<file path="config.mk">
export PLATFORM = sky130hd
export DESIGN_NAME = mem_arbiter
export DESIGN_NICKNAME = d
export VERILOG_FILES = /design/src/rtl/mem_arb_pkg.sv /design/src/rtl/mem_arb_tag_fifo.sv /design/src/rtl/mem_arbiter.sv
export SDC_FILE = /design/constraint.sdc
export NUM_CORES = 1
export LEC_CHECK = 0
export CAP_MARGIN = 20
export CELL_PAD_IN_SITES_DETAIL_PLACEMENT = 0
export CELL_PAD_IN_SITES_GLOBAL_PLACEMENT = 1
export CORE_AREA = 2 2 354 356
export CTS_BUF_LIST = sky130_fd_sc_hd__clkbuf_4
export DETAILED_ROUTE_END_ITERATION = 7
export DIE_AREA = 0 0 356 358
export GPL_TIMING_DRIVEN = 0
export PLACE_DENSITY_LB_ADDON = 0.25
export RECOVER_POWER = 100
export SYNTH_ARGS = -nofsm -noshare
export SYNTH_HDL_FRONTEND = slang
export SYNTH_SLANG_ARGS = --single-unit
</file>
<file path="constraint.sdc">
create_clock -name clk -period 5.78 [get_ports clk]
set_input_delay 0.578 -clock clk [delete_from_list [all_inputs] [get_ports clk]]
set_output_delay 0.578 -clock clk [all_outputs]
set_load 0.01 [all_outputs]
</file>
<file path="src/rtl/mem_arb_pkg.sv">
// Shared constants, requester id encoding and FSM state encoding for the
// backing-memory arbiter.
package mem_arb_pkg;

  localparam int MEM_ADDR_BITS = 28;
  localparam int MEM_DATA_BITS = 128;
  localparam int MEM_MASK_BITS = MEM_DATA_BITS / 8;
  localparam int BEATS         = 4;
  localparam int RD_DEPTH      = 4;

  typedef enum logic {
    REQ_I = 1'b0,
    REQ_D = 1'b1
  } req_id_e;

  typedef enum logic {
    ST_ARB   = 1'b0,
    ST_WDATA = 1'b1
  } arb_state_e;

  function automatic req_id_e other_req(input req_id_e id);
    return (id == REQ_I) ? REQ_D : REQ_I;
  endfunction

endpackage

</file>
<file path="src/rtl/mem_arb_tag_fifo.sv">
// In-order FIFO of requester ids for outstanding reads; head names the owner
// of the read response currently streaming back.
module mem_arb_tag_fifo
  import mem_arb_pkg::*;
#(
  parameter int DEPTH = RD_DEPTH
) (
  input  logic    clk,
  input  logic    reset,
  input  logic    push,
  input  req_id_e push_id,
  input  logic    pop,
  output req_id_e head,
  output logic    empty,
  output logic    full
);

  localparam int PW = $clog2(DEPTH);

  req_id_e       ids_q [DEPTH];
  req_id_e       ids_d [DEPTH];
  logic [PW-1:0] wptr_q, wptr_d;
  logic [PW-1:0] rptr_q, rptr_d;
  logic [PW:0]   count_q, count_d;

  always_comb begin
    ids_d   = ids_q;
    wptr_d  = wptr_q;
    rptr_d  = rptr_q;
    count_d = count_q;
    if (push) begin
      ids_d[wptr_q] = push_id;
      wptr_d        = wptr_q + PW'(1);
    end
    if (pop) begin
      rptr_d = rptr_q + PW'(1);
    end
    // simultaneous push and pop leaves the occupancy unchanged
    case ({push, pop})
      2'b10:   count_d = count_q + (PW+1)'(1);
      2'b01:   count_d = count_q - (PW+1)'(1);
      default: count_d = count_q;
    endcase
  end

  always_ff @(posedge clk) begin
    if (!reset) begin
      wptr_q  <= '0;
      rptr_q  <= '0;
      count_q <= '0;
      for (int k = 0; k < DEPTH; k++) begin
        ids_q[k] <= REQ_I;
      end
    end else begin
      wptr_q  <= wptr_d;
      rptr_q  <= rptr_d;
      count_q <= count_d;
      ids_q   <= ids_d;
    end
  end

  assign head  = ids_q[rptr_q];
  assign empty = (count_q == '0);
  assign full  = (count_q == (PW+1)'(DEPTH));

endmodule

</file>
<file path="src/rtl/mem_arbiter.sv">
// Shares one 128-bit memory port between the i-cache and d-cache.
// Define MEM_ARB_FIXED_PRIO_EN to make d win every contested arbitration.
module mem_arbiter
  import mem_arb_pkg::*;
(
  input  logic                     clk,
  input  logic                     reset,
  input  logic                     i_req_valid,
  output logic                     i_req_ready,
  input  logic [MEM_ADDR_BITS-1:0] i_req_addr,
  input  logic                     i_req_rw,
  input  logic                     i_req_data_valid,
  output logic                     i_req_data_ready,
  input  logic [MEM_DATA_BITS-1:0] i_req_data_bits,
  input  logic [MEM_MASK_BITS-1:0] i_req_data_mask,
  output logic                     i_resp_valid,
  output logic [MEM_DATA_BITS-1:0] i_resp_data,
  input  logic                     d_req_valid,
  output logic                     d_req_ready,
  input  logic [MEM_ADDR_BITS-1:0] d_req_addr,
  input  logic                     d_req_rw,
  input  logic                     d_req_data_valid,
  output logic                     d_req_data_ready,
  input  logic [MEM_DATA_BITS-1:0] d_req_data_bits,
  input  logic [MEM_MASK_BITS-1:0] d_req_data_mask,
  output logic                     d_resp_valid,
  output logic [MEM_DATA_BITS-1:0] d_resp_data,
  output logic                     mem_req_valid,
  input  logic                     mem_req_ready,
  output logic [MEM_ADDR_BITS-1:0] mem_req_addr,
  output logic                     mem_req_rw,
  output logic                     mem_req_data_valid,
  input  logic                     mem_req_data_ready,
  output logic [MEM_DATA_BITS-1:0] mem_req_data_bits,
  output logic [MEM_MASK_BITS-1:0] mem_req_data_mask,
  input  logic                     mem_resp_valid,
  input  logic [MEM_DATA_BITS-1:0] mem_resp_data,
  output logic                     rd_overflow
);

  localparam int BW = $clog2(BEATS);
  localparam logic [BW-1:0] LAST_BEAT = BW'(BEATS - 1);

  arb_state_e    state_q, state_d;
  req_id_e       rr_q, rr_d;
  req_id_e       hold_id_q, hold_id_d;
  req_id_e       wowner_q, wowner_d;
  logic          hold_q, hold_d;
  logic          active_q, active_d;
  logic          ovf_q, ovf_d;
  logic [BW-1:0] wbeat_q, wbeat_d;
  logic [BW-1:0] rbeat_q, rbeat_d;

  logic    active, in_wdata;
  logic    elig_i, elig_d, gnt_valid;
  req_id_e gnt_id;
  logic    cmd_fire, data_fire, resp_hit;
  logic    fifo_push, fifo_pop, fifo_empty, fifo_full;
  req_id_e fifo_head;

  // Handshake outputs stay quiet while reset is low and for one cycle after.
  assign active   = active_q & reset;
  assign in_wdata = active & (state_q == ST_WDATA);

  assign elig_i = i_req_valid & (i_req_rw | ~fifo_full);
  assign elig_d = d_req_valid & (d_req_rw | ~fifo_full);

  always_comb begin
    gnt_id    = REQ_I;
    gnt_valid = 1'b0;
    if (hold_q) begin
      gnt_id    = hold_id_q;
      gnt_valid = (hold_id_q == REQ_D) ? elig_d : elig_i;
    end else if (elig_i && elig_d) begin
`ifdef MEM_ARB_FIXED_PRIO_EN
      gnt_id    = REQ_D;
`else
      gnt_id    = rr_q;
`endif
      gnt_valid = 1'b1;
    end else if (elig_i || elig_d) begin
      gnt_id    = elig_d ? REQ_D : REQ_I;
      gnt_valid = 1'b1;
    end
  end

  assign mem_req_valid = active & (state_q == ST_ARB) & gnt_valid;
  assign mem_req_addr  = (gnt_id == REQ_D) ? d_req_addr : i_req_addr;
  assign mem_req_rw    = (gnt_id == REQ_D) ? d_req_rw : i_req_rw;
  assign i_req_ready   = mem_req_valid & (gnt_id == REQ_I) & mem_req_ready;
  assign d_req_ready   = mem_req_valid & (gnt_id == REQ_D) & mem_req_ready;
  assign cmd_fire      = mem_req_valid & mem_req_ready;

  assign mem_req_data_valid = in_wdata &
                              ((wowner_q == REQ_D) ? d_req_data_valid : i_req_data_valid);
  assign mem_req_data_bits  = (wowner_q == REQ_D) ? d_req_data_bits : i_req_data_bits;
  assign mem_req_data_mask  = (wowner_q == REQ_D) ? d_req_data_mask : i_req_data_mask;
  assign i_req_data_ready   = in_wdata & (wowner_q == REQ_I) & mem_req_data_ready;
  assign d_req_data_ready   = in_wdata & (wowner_q == REQ_D) & mem_req_data_ready;
  assign data_fire          = mem_req_data_valid & mem_req_data_ready;

  assign resp_hit     = mem_resp_valid & ~fifo_empty;
  assign i_resp_valid = active & resp_hit & (fifo_head == REQ_I);
  assign d_resp_valid = active & resp_hit & (fifo_head == REQ_D);
  assign i_resp_data  = mem_resp_data;
  assign d_resp_data  = mem_resp_data;
  assign rd_overflow  = ovf_q;

  assign fifo_push = cmd_fire & ~mem_req_rw;
  assign fifo_pop  = resp_hit & (rbeat_q == LAST_BEAT);

  mem_arb_tag_fifo #(.DEPTH(RD_DEPTH)) u_tag_fifo (
    .clk     (clk),
    .reset   (reset),
    .push    (fifo_push),
    .push_id (gnt_id),
    .pop     (fifo_pop),
    .head    (fifo_head),
    .empty   (fifo_empty),
    .full    (fifo_full)
  );

  always_comb begin
    state_d   = state_q;
    rr_d      = rr_q;
    hold_d    = hold_q;
    hold_id_d = hold_id_q;
    wowner_d  = wowner_q;
    wbeat_d   = wbeat_q;
    rbeat_d   = rbeat_q;
    ovf_d     = ovf_q;
    active_d  = 1'b1;
    case (state_q)
      ST_ARB: begin
        if (cmd_fire) begin
          rr_d   = other_req(gnt_id);
          hold_d = 1'b0;
          if (mem_req_rw) begin
            wowner_d = gnt_id;
            wbeat_d  = '0;
            state_d  = ST_WDATA;
          end
        end else if (mem_req_valid) begin
          // a presented but unaccepted command keeps its owner
          hold_d    = 1'b1;
          hold_id_d = gnt_id;
        end
      end
      ST_WDATA: begin
        if (data_fire) begin
          if (wbeat_q == LAST_BEAT) begin
            wbeat_d = '0;
            state_d = ST_ARB;
          end else begin
            wbeat_d = wbeat_q + BW'(1);
          end
        end
      end
      default: state_d = ST_ARB;
    endcase
    if (mem_resp_valid) begin
      if (!fifo_empty) begin
        rbeat_d = (rbeat_q == LAST_BEAT) ? '0 : rbeat_q + BW'(1);
      end else begin
        ovf_d = 1'b1;
      end
    end
  end

  always_ff @(posedge clk) begin
    if (!reset) begin
      state_q   <= ST_ARB;
      rr_q      <= REQ_I;
      hold_q    <= 1'b0;
      hold_id_q <= REQ_I;
      wowner_q  <= REQ_I;
      wbeat_q   <= '0;
      rbeat_q   <= '0;
      ovf_q     <= 1'b0;
      active_q  <= 1'b0;
    end else begin
      state_q   <= state_d;
      rr_q      <= rr_d;
      hold_q    <= hold_d;
      hold_id_q <= hold_id_d;
      wowner_q  <= wowner_d;
      wbeat_q   <= wbeat_d;
      rbeat_q   <= rbeat_d;
      ovf_q     <= ovf_d;
      active_q  <= active_d;
    end
  end

endmodule

</file>
==> flow_metrics.py <==
metrics = {
    "clock_network": {
        "clock-sinks": 22,
        "tritoncts": "built",
        "clk_latency_ns": 0.32,
        "ctsHoldBuffers": 0,
        "clk_pin_slew_ns": 0.12,
        "postCtsSetupRepairBufs": 0,
        "cts_buffers": 3,
        "clock_path_buffers": 2,
        "cts-root-buf": "clkbuf_4",
        "ctsHtreeMaxLevel": 1,
        "cts_resized": 0,
    },
    "pwr": {
        "p_leak_uw": 0.00559,
        "p_per_area_nw_per_um2": 79.3,
        "peakVddDrop_uv": 69.2,
    },
    "finish": {
        "fillers": 14100,
        "fin_util_pct": 12.4,
        "syn2layout_area_growth_pct": 193,
        "finalInstanceArea_um2": 15200,
        "drive_gt1_share_pct": 29.1,
        "nets": 1877,
    },
    "run": {
        "drv_cap": 0,
    },
    "sta": {
        "fin_tns_setup_ns": 0,
        "max_slew_margin_pct": 25.8,
        "setup_viol": 0,
        "timing.hold.ws_ns": 0.466,
        "hold_viol_final": 0,
        "slew_violations": 0,
        "period_needed_ns": 4.79,
        "setup_slack_ns": 0.988,
        "rsz0062_at_grt": "false",
        "fmax_ghz": 0.209,
        "finalCritPeriodShare_pct": 82.9,
        "worstMarginPinSlew_ns": 1.11,
        "fin_skew_ns": 0.0144,
    },
    "grt": {
        "grt_util_met3_pct": 3.31,
        "grt_use_total_pct": 8.65,
        "gr-usage-met1_pct": 9.34,
        "grt.busiest_layer": "met2",
        "grt_start_max_net_pins": 14,
        "grt_pass1_vias": 7421,
        "grt_pass1_wl_mm": 72.6,
        "antenna_found_initial": 50,
        "grt_use_met2_pct": 16.3,
        "grt_overflow": 0,
    },
    "yosys": {
        "synthFlopType": "dfxtp_1",
        "synth_common_cells": "buf_4 (256), mux2_2 (172), dfxtp_1 (22)",
        "synth_area_um2": 5200,
        "synth_edf_count": 0,
        "ys_types": 43,
        "synthArstFlopShare_pct": 0,
        "yosys_warnings": 0,
        "syn_nets": 1079,
        "netlist.area_leader.share_pct": 37.3,
        "ys_ff_latch": 22,
        "postSynthAreaPerCell_um2": 8.84,
        "ys_top_cells_by_area": "mux2_2 (37%), buf_4 (37%), dfxtp_1 (8.5%)",
        "yosysMostFrequentCell": "buf_4",
        "yosysTopAreaCell": "mux2_2",
        "yosysSeqAreaShare_pct": 8.47,
        "syn_inst": 588,
    },
    "worst_setup_path": {
        "crit_buf_inv": 3,
        "path_class": "input pin to primary output",
        "cp_max_fo": 10,
        "arrival_ns": 4.21,
        "required_ns": 5.20,
        "start_kind": "input pin",
        "cp-end-kind": "primary output",
        "critPathSlowestCell": "o21ai_0",
        "cp_common_cell": "dlygate4sd3_1",
        "path_cells": "dlygate4sd3_1 -> or4b_1 -> nor2b_1 -> o21ai_0 -> clkbuf_1 -> mux2_2 -> dlygate4sd3_1",
        "critPathMaxStageDelay_ns": 0.72,
        "cp_top_family": "buffers and inverters",
    },
    "die": {
        "rows": 129,
        "pin_count": 921,
        "start_util_pct": 4.22,
        "core_area_um2": 123000,
        "die_area_um2": 127000,
        "dieHeight_um": 358,
        "die_w_um": 356,
    },
    "detailed_routing": {
        "first_iter_violations": 144,
        "wl_per_cell_um": 19.9,
        "drt.antenna.violating_nets": 0,
        "via_count": 7221,
        "drt-total-wl_mm": 60.4,
        "routed_via_density": 2.38,
        "dr.pass1.iters": 5,
        "drc": 0,
    },
    "placement": {
        "io_buffers": 792,
        "gp_congestion": 0.776,
        "pre_cts_slack_ns": 1.80,
        "placed_area_um2": 15200,
        "dp_hpwl_mm": 57.4,
    },
    "worst_hold_path": {
        "hp-class": "flip-flop to flip-flop",
    },
    "run_status": {
        "status": "completed",
    },
}
metrics by stage:
stage | cells | power, µW
2_1_floorplan | 588 | 489
3_3_place_gp | 3017 | 1190
3_5_place_dp | 3018 | 1180
4_1_cts | 3022 | 1310
5_1_grt | 3023 | 1280
6_report | 3029 | 1210
report_power, final:
| part | internal, µW | total (µW) | switching [µW] |
|---|---|---|---|
| Sequential | 155 | 157 | 2.77 |
| Combinational | 596 | 929 | 333 |
| Clock | 70.1 | 121 | 51.3 |
| Total | 821 | 1210 | 387 |
cell type report:
type,instances,area (µm²),area share [%]
multi-input cells,277,2670,17.5
inverters,10,37.5,0.246
well taps,1637,2050,13.4
repair buffers,793,7930,52.1
diodes,7,17.5,0.115
clock inverters,1,30.0,0.197
flip-flops and latches,22,440,2.89
clock buffers,3,22.5,0.148
plain buffers,279,2030,13.3
kinds of logic (layout without fill, tap and decap cells):
group / count (synthesis) / after routing / share of synthesized area [%]
other: 0 / 7 / 0
buffers and inverters: 289 / 1086 / 39.9
AO/OA/AOI/OAI: 25 / 25 / 3.35
flip-flops: 22 / 22 / 8.47
XOR/XNOR: 4 / 4 / 0.674
AND/OR/NAND/NOR: 60 / 60 / 6.47
adder cells (fa/ha/maj): 8 / 8 / 2.07
multiplexers: 180 / 180 / 39.0
registers in the layout, indices dropped and copies added, names as in the netlist:
name                count
rbeat_q                 2
hold_q                  1
hold_id_q               1
rd_overflow             1
u_tag_fifo.rptr_q       2
wbeat_q                 2
wowner_q                1
u_tag_fifo.ids_q        4
rr_q                    1
active_q                1
u_tag_fifo.count_q      3
state_q                 1
u_tag_fifo.wptr_q       2
routing by layer:
metal,up-vias,wire length (µm)
met5,-,253
met4,44,738
met3,75,6160
met2,542,31500
met1,3217,21700
li1,3343,-
layout by cell type, fill, tap and decap left out, types with 2 or more instances in the layout:
master	Yosys	routed
dlygate4sd3_1	0	398
clkdlybuf4s50_1	0	394
buf_4	256	256
mux2_2	172	135
mux2_1	0	37
dfxtp_1	22	22
clkbuf_1	16	21
nand2_1	15	15
inv_1	10	10
o21ai_0	8	10
diode_2	0	7
nor2b_1	7	7
nor3_1	7	7
mux2i_1	7	7
ha_1	7	7
nor2_1	5	5
nand3_1	4	4
and3_1	4	4
buf_6	4	3
nor3b_1	3	3
o21a_1	3	3
a21oi_1	3	3
and2_0	0	3
xnor2_1	3	3
clkbuf_4	0	3
a21boi_0	2	2
and2_1	5	2
or3_1	2	2
worst min-delay path: cells and delay by family, from the launching register on:
kind / cells / cell delay [ns]
AND/OR/NAND/NOR: 1 / 0.05
flip-flops: 1 / 0.33
multiplexers: 1 / 0.05
path summary, 6_finish.rpt:
kind         slack, ns                                 end  cells after the start                             start
max               0.99                     mem_req_addr[6]                      7                          i_req_rw
min               0.47    u_tag_fifo.ids_q[3]$_SDFFE_PN0P_                      2  u_tag_fifo.ids_q[3]$_SDFFE_PN0P_
max reg2reg       2.46  u_tag_fifo.count_q[2]$_SDFFE_PN0P_                     12               hold_q$_SDFFE_PN0P_
min reg2reg       0.47    u_tag_fifo.ids_q[3]$_SDFFE_PN0P_                      2  u_tag_fifo.ids_q[3]$_SDFFE_PN0P_
No activity file was read; power rests on OpenSTA's default activity.
